**src/rtl/instruction_sequencer_pkg.sv**
```systemverilog
// -----------------------------------------------------------------------------
// instruction_sequencer_pkg
// Shared definitions for the instruction sequencer:
//   phase_t  - 8-phase instruction cycle encoding (A1 A2 A3 M1 M2 X1 X2 X3)
//   OPR_* / OPA_* - opcode nibbles recognised by the decoder
//   ctrl_t   - bundle of datapath strobes/selects issued in X3
// -----------------------------------------------------------------------------
package instruction_sequencer_pkg;

    typedef enum logic [2:0] {
        PH_A1 = 3'd0,
        PH_A2 = 3'd1,
        PH_A3 = 3'd2,
        PH_M1 = 3'd3,
        PH_M2 = 3'd4,
        PH_X1 = 3'd5,
        PH_X2 = 3'd6,
        PH_X3 = 3'd7
    } phase_t;

    localparam logic [3:0] OPR_LDM   = 4'hD;
    localparam logic [3:0] OPR_LD    = 4'hA;
    localparam logic [3:0] OPR_XCH   = 4'hB;
    localparam logic [3:0] OPR_JUN   = 4'h4;
    localparam logic [3:0] OPR_GRP_F = 4'hF;
    localparam logic [3:0] OPA_CLB   = 4'h0;
    localparam logic [3:0] OPA_CLC   = 4'h1;

    typedef struct packed {
        logic clear_carry;
        logic clear_accumulator;
        logic write_accumulator;
        logic acc_input_sel;
        logic write_register;
        logic reg_input_sel;
    } ctrl_t;

    localparam ctrl_t CTRL_IDLE = '0;

    // First word of a two-word jump: only when not already consuming a second word.
    function automatic logic is_jun_first(input logic [3:0] opr, input logic jump_pending);
        return (!jump_pending) && (opr == OPR_JUN);
    endfunction

endpackage

```
**src/rtl/instruction_sequencer_inst_decoder.sv**
```systemverilog
// -----------------------------------------------------------------------------
// inst_decoder
// Purely combinational decode of the fetched instruction into datapath
// strobes/selects. The sequencer registers the result so it appears only in X3.
// Ports:
//   opr          in  4  upper instruction nibble
//   opa          in  4  lower instruction nibble
//   jump_pending in  1  current fetch is the second word of JUN (not decoded)
//   ctrl         out    strobe/select bundle (ctrl_t)
//   operand      out 4  OPA nibble passed to the datapath
// -----------------------------------------------------------------------------
module inst_decoder
    import instruction_sequencer_pkg::*;
(
    input  logic [3:0] opr,
    input  logic [3:0] opa,
    input  logic       jump_pending,
    output ctrl_t      ctrl,
    output logic [3:0] operand
);

    assign operand = opa;

    always_comb begin
        ctrl = CTRL_IDLE;
        if (!jump_pending) begin
            unique case (opr)
                OPR_LDM: begin
                    ctrl.write_accumulator = 1'b1;
                end
                OPR_LD: begin
                    ctrl.write_accumulator = 1'b1;
                    ctrl.acc_input_sel     = 1'b1;
                end
                OPR_XCH: begin
                    // Accumulator and register r swap on the same edge.
                    ctrl.write_accumulator = 1'b1;
                    ctrl.acc_input_sel     = 1'b1;
                    ctrl.write_register    = 1'b1;
                    ctrl.reg_input_sel     = 1'b0;
                end
                OPR_GRP_F: begin
                    if (opa == OPA_CLB) begin
                        ctrl.clear_accumulator = 1'b1;
                        ctrl.clear_carry       = 1'b1;
                    end else if (opa == OPA_CLC) begin
                        ctrl.clear_carry = 1'b1;
                    end
                end
                default: ctrl = CTRL_IDLE;
            endcase
        end
    end

endmodule

```
**src/rtl/instruction_sequencer.sv**
```systemverilog
// -----------------------------------------------------------------------------
// instruction_sequencer
// Fetch/decode/control stage for the 4-bit accumulator datapath. Runs the
// 8-phase cycle A1 A2 A3 M1 M2 X1 X2 X3: sends the 12-bit PC out as three
// nibbles, reads the 8-bit instruction back as two nibbles, and issues
// one-clock control strobes in X3. Handles two-word JUN.
//
// Optional build macro: INSTRUCTION_SEQUENCER_SINGLE_STEP_EN
//   adds step_mode/step inputs; with step_mode=1 the FSM holds in A1 until step=1.
//
// Ports:
//   clock, reset            clock and synchronous active-high reset
//   step_mode, step         (macro only) single-step control
//   data_in           in 4  instruction nibble, sampled in M1 (opr) and M2 (opa)
//   data_out          out 4 address nibble in A1/A2/A3, else 0
//   data_out_en       out 1 high in A1..A3
//   sync              out 1 high in X3
//   clear_carry, clear_accumulator, write_accumulator, write_register  strobes
//   inst_operand      out 4 OPA of current instruction
//   acc_input_sel     out 1 1 = accumulator from registers[operand]
//   reg_input_sel     out 1 register source select (always 0)
//
// state | meaning
// A1    | drive pc[3:0]
// A2    | drive pc[7:4]
// A3    | drive pc[11:8]
// M1    | latch opr
// M2    | latch opa, pc += 1
// X1    | execute wait
// X2    | execute wait, decode registered into X3
// X3    | strobes out; JUN bookkeeping / pc load
// -----------------------------------------------------------------------------
module instruction_sequencer
    import instruction_sequencer_pkg::*;
#(
    parameter logic [11:0] PC_RESET = 12'h000
)
(
    input  logic       clock,
    input  logic       reset,
`ifdef INSTRUCTION_SEQUENCER_SINGLE_STEP_EN
    input  logic       step_mode,
    input  logic       step,
`endif
    input  logic [3:0] data_in,
    output logic [3:0] data_out,
    output logic       data_out_en,
    output logic       sync,
    output logic       clear_carry,
    output logic       clear_accumulator,
    output logic       write_accumulator,
    output logic [3:0] inst_operand,
    output logic       acc_input_sel,
    output logic       write_register,
    output logic       reg_input_sel
);

    phase_t      phase;
    phase_t      phase_next;
    logic [11:0] pc;
    logic [11:0] pc_next;
    logic [3:0]  opr;
    logic [3:0]  opa;
    logic        jump_pending;
    logic [3:0]  jump_hi;
    logic        a1_advance;
    logic        addr_en_next;
    logic [3:0]  addr_nib_next;
    ctrl_t       ctrl_dec;
    ctrl_t       ctrl_q;
    logic [3:0]  dec_operand;

`ifdef INSTRUCTION_SEQUENCER_SINGLE_STEP_EN
    assign a1_advance = !step_mode || step;
`else
    assign a1_advance = 1'b1;
`endif

    inst_decoder u_inst_decoder (
        .opr          (opr),
        .opa          (opa),
        .jump_pending (jump_pending),
        .ctrl         (ctrl_dec),
        .operand      (dec_operand)
    );

    always_comb begin
        phase_next = phase;
        unique case (phase)
            PH_A1:   phase_next = a1_advance ? PH_A2 : PH_A1;
            PH_A2:   phase_next = PH_A3;
            PH_A3:   phase_next = PH_M1;
            PH_M1:   phase_next = PH_M2;
            PH_M2:   phase_next = PH_X1;
            PH_X1:   phase_next = PH_X2;
            PH_X2:   phase_next = PH_X3;
            PH_X3:   phase_next = PH_A1;
            default: phase_next = PH_A1;
        endcase
    end

    always_comb begin
        pc_next = pc;
        if (phase == PH_M2) begin
            pc_next = pc + 12'd1;
        end else if ((phase == PH_X3) && jump_pending) begin
            pc_next = {jump_hi, opr, opa};
        end
    end

    // Address outputs are registered from the next phase and next pc so a jump
    // target loaded at the end of X3 is already on the bus in the following A1.
    always_comb begin
        addr_en_next  = 1'b0;
        addr_nib_next = 4'h0;
        unique case (phase_next)
            PH_A1: begin
                addr_en_next  = 1'b1;
                addr_nib_next = pc_next[3:0];
            end
            PH_A2: begin
                addr_en_next  = 1'b1;
                addr_nib_next = pc_next[7:4];
            end
            PH_A3: begin
                addr_en_next  = 1'b1;
                addr_nib_next = pc_next[11:8];
            end
            default: begin
                addr_en_next  = 1'b0;
                addr_nib_next = 4'h0;
            end
        endcase
    end

    always_ff @(posedge clock) begin
        if (reset) begin
            phase        <= PH_A1;
            pc           <= PC_RESET;
            opr          <= 4'h0;
            opa          <= 4'h0;
            jump_pending <= 1'b0;
            jump_hi      <= 4'h0;
            data_out     <= 4'h0;
            data_out_en  <= 1'b0;
            sync         <= 1'b0;
            ctrl_q       <= CTRL_IDLE;
        end else begin
            phase <= phase_next;
            pc    <= pc_next;
            if (phase == PH_M1) begin
                opr <= data_in;
            end
            if (phase == PH_M2) begin
                opa <= data_in;
            end
            if (phase == PH_X3) begin
                if (jump_pending) begin
                    jump_pending <= 1'b0;
                end else if (is_jun_first(opr, jump_pending)) begin
                    jump_pending <= 1'b1;
                    jump_hi      <= opa;
                end
            end
            data_out    <= addr_nib_next;
            data_out_en <= addr_en_next;
            sync        <= (phase_next == PH_X3);
            ctrl_q      <= (phase_next == PH_X3) ? ctrl_dec : CTRL_IDLE;
        end
    end

    assign clear_carry       = ctrl_q.clear_carry;
    assign clear_accumulator = ctrl_q.clear_accumulator;
    assign write_accumulator = ctrl_q.write_accumulator;
    assign acc_input_sel     = ctrl_q.acc_input_sel;
    assign write_register    = ctrl_q.write_register;
    assign reg_input_sel     = ctrl_q.reg_input_sel;
    assign inst_operand      = dec_operand;

endmodule

```
**config.mk**
```make
export PLATFORM = sky130hd
export DESIGN_NAME = instruction_sequencer
export DESIGN_NICKNAME = d
export VERILOG_FILES = /design/src/rtl/instruction_sequencer_pkg.sv /design/src/rtl/instruction_sequencer_inst_decoder.sv /design/src/rtl/instruction_sequencer.sv
export SDC_FILE = /design/constraint.sdc
export NUM_CORES = 1
export LEC_CHECK = 0
export CORE_UTILIZATION = 49
export DETAILED_ROUTE_END_ITERATION = 6
export PLACE_DENSITY = 0.82
export REMOVE_ABC_BUFFERS = 1
export SLEW_MARGIN = 20
export SYNTH_ARGS = -nofsm -noshare
export SYNTH_HDL_FRONTEND = slang
export SYNTH_SLANG_ARGS = --single-unit
```
**constraint.sdc**
```tcl
create_clock -name clock -period 1.8 [get_ports clock]
set_input_delay 0.36 -clock clock [delete_from_list [all_inputs] [get_ports clock]]
set_output_delay 0.36 -clock clock [all_outputs]
set_load 0.03 [all_outputs]
```
==> flow_metrics.env <==
export IMPL_status="complete, no violations"
export IMPL_synth_edff_count=0
export IMPL_htreeDepth=2
export IMPL_portBuffers=20
export IMPL_nets=258
export IMPL_endpoint_kind="register"
export IMPL_placed_cell_area_sq_mm=0.00217
export IMPL_synth_seq_area_share_pct=43.2
export IMPL_drt_iter0_drc=120
export IMPL_track_usage_pct=26.3
export IMPL_area_growth_synth_to_final_pct=27.3
export IMPL_max_freq_ghz=0.585
export IMPL_power_leakage_uw=0.000910
export IMPL_clock_sinks=39
export IMPL_start_util_pct=52.5
export IMPL_min_path_type="register to register"
export IMPL_p_switching_uw=456
export IMPL_coreArea_sq_mm=0.00344
export IMPL_switching_share_pct=24.9
export IMPL_setup_violations=0
export IMPL_drive_above_1_share_pct=17.1
export IMPL_cts_tree="done"
export IMPL_viasPerCell=5.99
export IMPL_grt_pass1_vias=1667
export IMPL_clk_pin_slew_ns=0.08
export IMPL_place_detailed_hpwl_mm=3.42
export IMPL_internal_power_uw=1380
export IMPL_syn_inst=215
export IMPL_fin_crit_sh_pct=95.0
export IMPL_wl_per_cell_um=16.1
export IMPL_routed_wl_mm=4.80
export IMPL_synth_ff_type="dfxtp_1"
export IMPL_fin_tns_setup_ns=0
export IMPL_crit_type="register to register"
export IMPL_die_h_um=62.7
export IMPL_maxCapViolCount=0
export IMPL_grt_antenna_before_repair=0
export IMPL_design_die_area_sq_mm=0.00394
export IMPL_clock_latency_ns=0.30
export IMPL_clockRootBuffer="clkbuf_8"
export IMPL_worstPathMaxFanout=8
export IMPL_async_flop_share_pct=0
export IMPL_fin_ws_ns=0.0904
export IMPL_syn_area_sq_mm=0.00181
export IMPL_postLayoutCellArea_sq_mm=0.00230
export IMPL_grt_pass1_wl_mm=7.93
export IMPL_multi_input_area_sq_um=951
export IMPL_cts_buffers_inserted=5
export IMPL_fp_dieW_um=62.7
export IMPL_vias=1784
export IMPL_r2r_end="clear_accumulator"
export IMPL_dr_pass1_iters=5
export IMPL_r2r_slack_ns=0.09
export IMPL_power_density_mw_per_mm2=797
export IMPL_fin_crit_ns=1.71
export IMPL_startpoint="phase[1]"
export IMPL_ys_seq_elements=39
export IMPL_post_cts_setup_buffers=0
export IMPL_drc=0
export IMPL_dp_worst_setup_slack_ns=-0.124
export IMPL_syn_area_per_cell_sq_um=8.41
export IMPL_rows=21
export IMPL_report_final_slew_viol_count=0
export IMPL_ys_warn_count=0
export IMPL_fill_cells=291
export IMPL_critPathCapture="clear_accumulator"
export IMPL_start_kind="register"
export IMPL_whs_path_depth=2
export IMPL_antenna_cells=0
export IMPL_io_pins=22
export IMPL_hold_viol_final=0
export IMPL_cts_buffer_depth=2
export IMPL_grt_ovfl_total=0
export IMPL_post_route_util_pct=66.8
export IMPL_power_frac_clock_pct=41.2
export IMPL_arrival_ns=1.94
export IMPL_vdd_ir_drop_max_mv=0.772
export IMPL_ant_nets=0
export IMPL_synth_cell_type_count=48
export IMPL_r2r_start="phase[1]"
export IMPL_rr_worst_depth=6
export IMPL_crit_required_ns=2.03
export IMPL_seqPwrFrac_pct=49.2
export IMPL_final_seq_area_sq_um=781
export IMPL_fin_skew_ns=0.00517
export IMPL_gp_congestion=1.01
export IMPL_grt_max_degree=22
export IMPL_power_frac_comb_pct=9.6
[how the worst min path moves through the flow]
stage / startpoint / endpoint / slack [ns]
2_1_floorplan: reset / phase[0] / 0.43
3_3_place_gp: phase[2] / phase[2] / 0.47
3_5_place_dp: phase[2] / phase[2] / 0.49
4_1_cts: phase[2] / phase[2] / 0.50
5_1_grt: phase[2] / phase[2] / 0.53
6_report: phase[2] / phase[2] / 0.51
[critical path, stage by stage, from the launching register on]
cell      delay, ns
dfxtp_1        0.41
buf_4          0.19
nand2_1        0.10
nor3_1         0.28
nand3b_1       0.18
nor4_2         0.28
nor2b_1        0.19
[synth_stat cells, types with 3 or more instances]
cell	instances	share of area, %
dfxtp_1	39	43
nand2_1	27	5.6
nor2_1	26	5.4
mux2i_1	13	7.2
a21oi_1	12	3.3
nand3_1	10	2.8
o21ai_0	9	2.5
buf_2	6	1.7
clkbuf_1	6	1.2
nand4_1	6	2.1
a31oi_1	4	1.4
nor3_1	4	1.1
inv_1	3	0.62
nand3b_1	3	1.2
nor4_1	3	1.0
[state kept, by name, indices dropped and copies added (netlist names), 3 cells and up]
name	cells
phase	3
opr	4
data_out	4
opa	4
pc	12
jump_hi	4
[timing repair]
item / CTS / global route
setup endpoints to repair: 3 / 4
cloned: 0 / 0
pin swaps: 0 / 0
gates resized for setup: 3 / 4
hold buffers: 0 / 0
[kinds of logic (layout without fill, tap and decap cells)]
kind of cell	count (synthesis)	after routing	synth area share, %
AO/OA/AOI/OAI	42	42	15.2
multiplexers	13	13	7.20
XOR/XNOR	4	4	1.94
AND/OR/NAND/NOR	96	96	26.4
flip-flops	39	39	43.2
adder cells (fa/ha/maj)	1	1	0.692
other	1	1	0.207
buffers and inverters	19	56	5.26
[cell usage in the layout, fill, tap and decap left out, drive strengths merged, types with 3 or more instances in the layout]
master and instances:
nor2 27, mux2i 13, nand4 6, buf 25
a21oi 12, dlygate4sd2 3, nand3 10, nand3b 3
clkdlybuf4s50 17, nor3 4, o21ai 10, inv 4
a31oi 4, nor4 3, nand2 27, clkbuf 5
dfxtp 39
[power groups by stage]
stage / registers [uW] / clock network, uW / logic (uW)
after detailed placement: 921 / 0 / 172
after global routing: 906 / 807 / 191
after global placement: 920 / 0 / 172
final: 902 / 755 / 177
after CTS: 901 / 764 / 173
after floorplan: 942 / 0 / 63.3
[per-stage QoR]
stage | hold WS, ns | cells | total power [uW]
CTS | 0.504 | 298 | 1840
detailed placement | 0.492 | 290 | 1090
finish | 0.509 | 298 | 1830
global placement | 0.471 | 290 | 1090
global route | 0.530 | 298 | 1900
floorplan | 0.427 | 199 | 1010
[routing by layer]
metal	track usage (%)	wire [um]	up-vias
met5	0	0	-
met4	14.0	174	0
met3	7.30	360	15
met2	39.5	2170	86
met1	33.9	2090	837
li1	-	-	846
[final cells by class]
type	count	share of cell area [%]
multi-input combinational	157	41.3
clock buffer	5	2.99
clock inverter	3	2.07
sequential	39	33.9
tap	46	2.50
timing repair buffer	45	16.7
inverter	3	0.489
(Power assumes the default switching activity.)
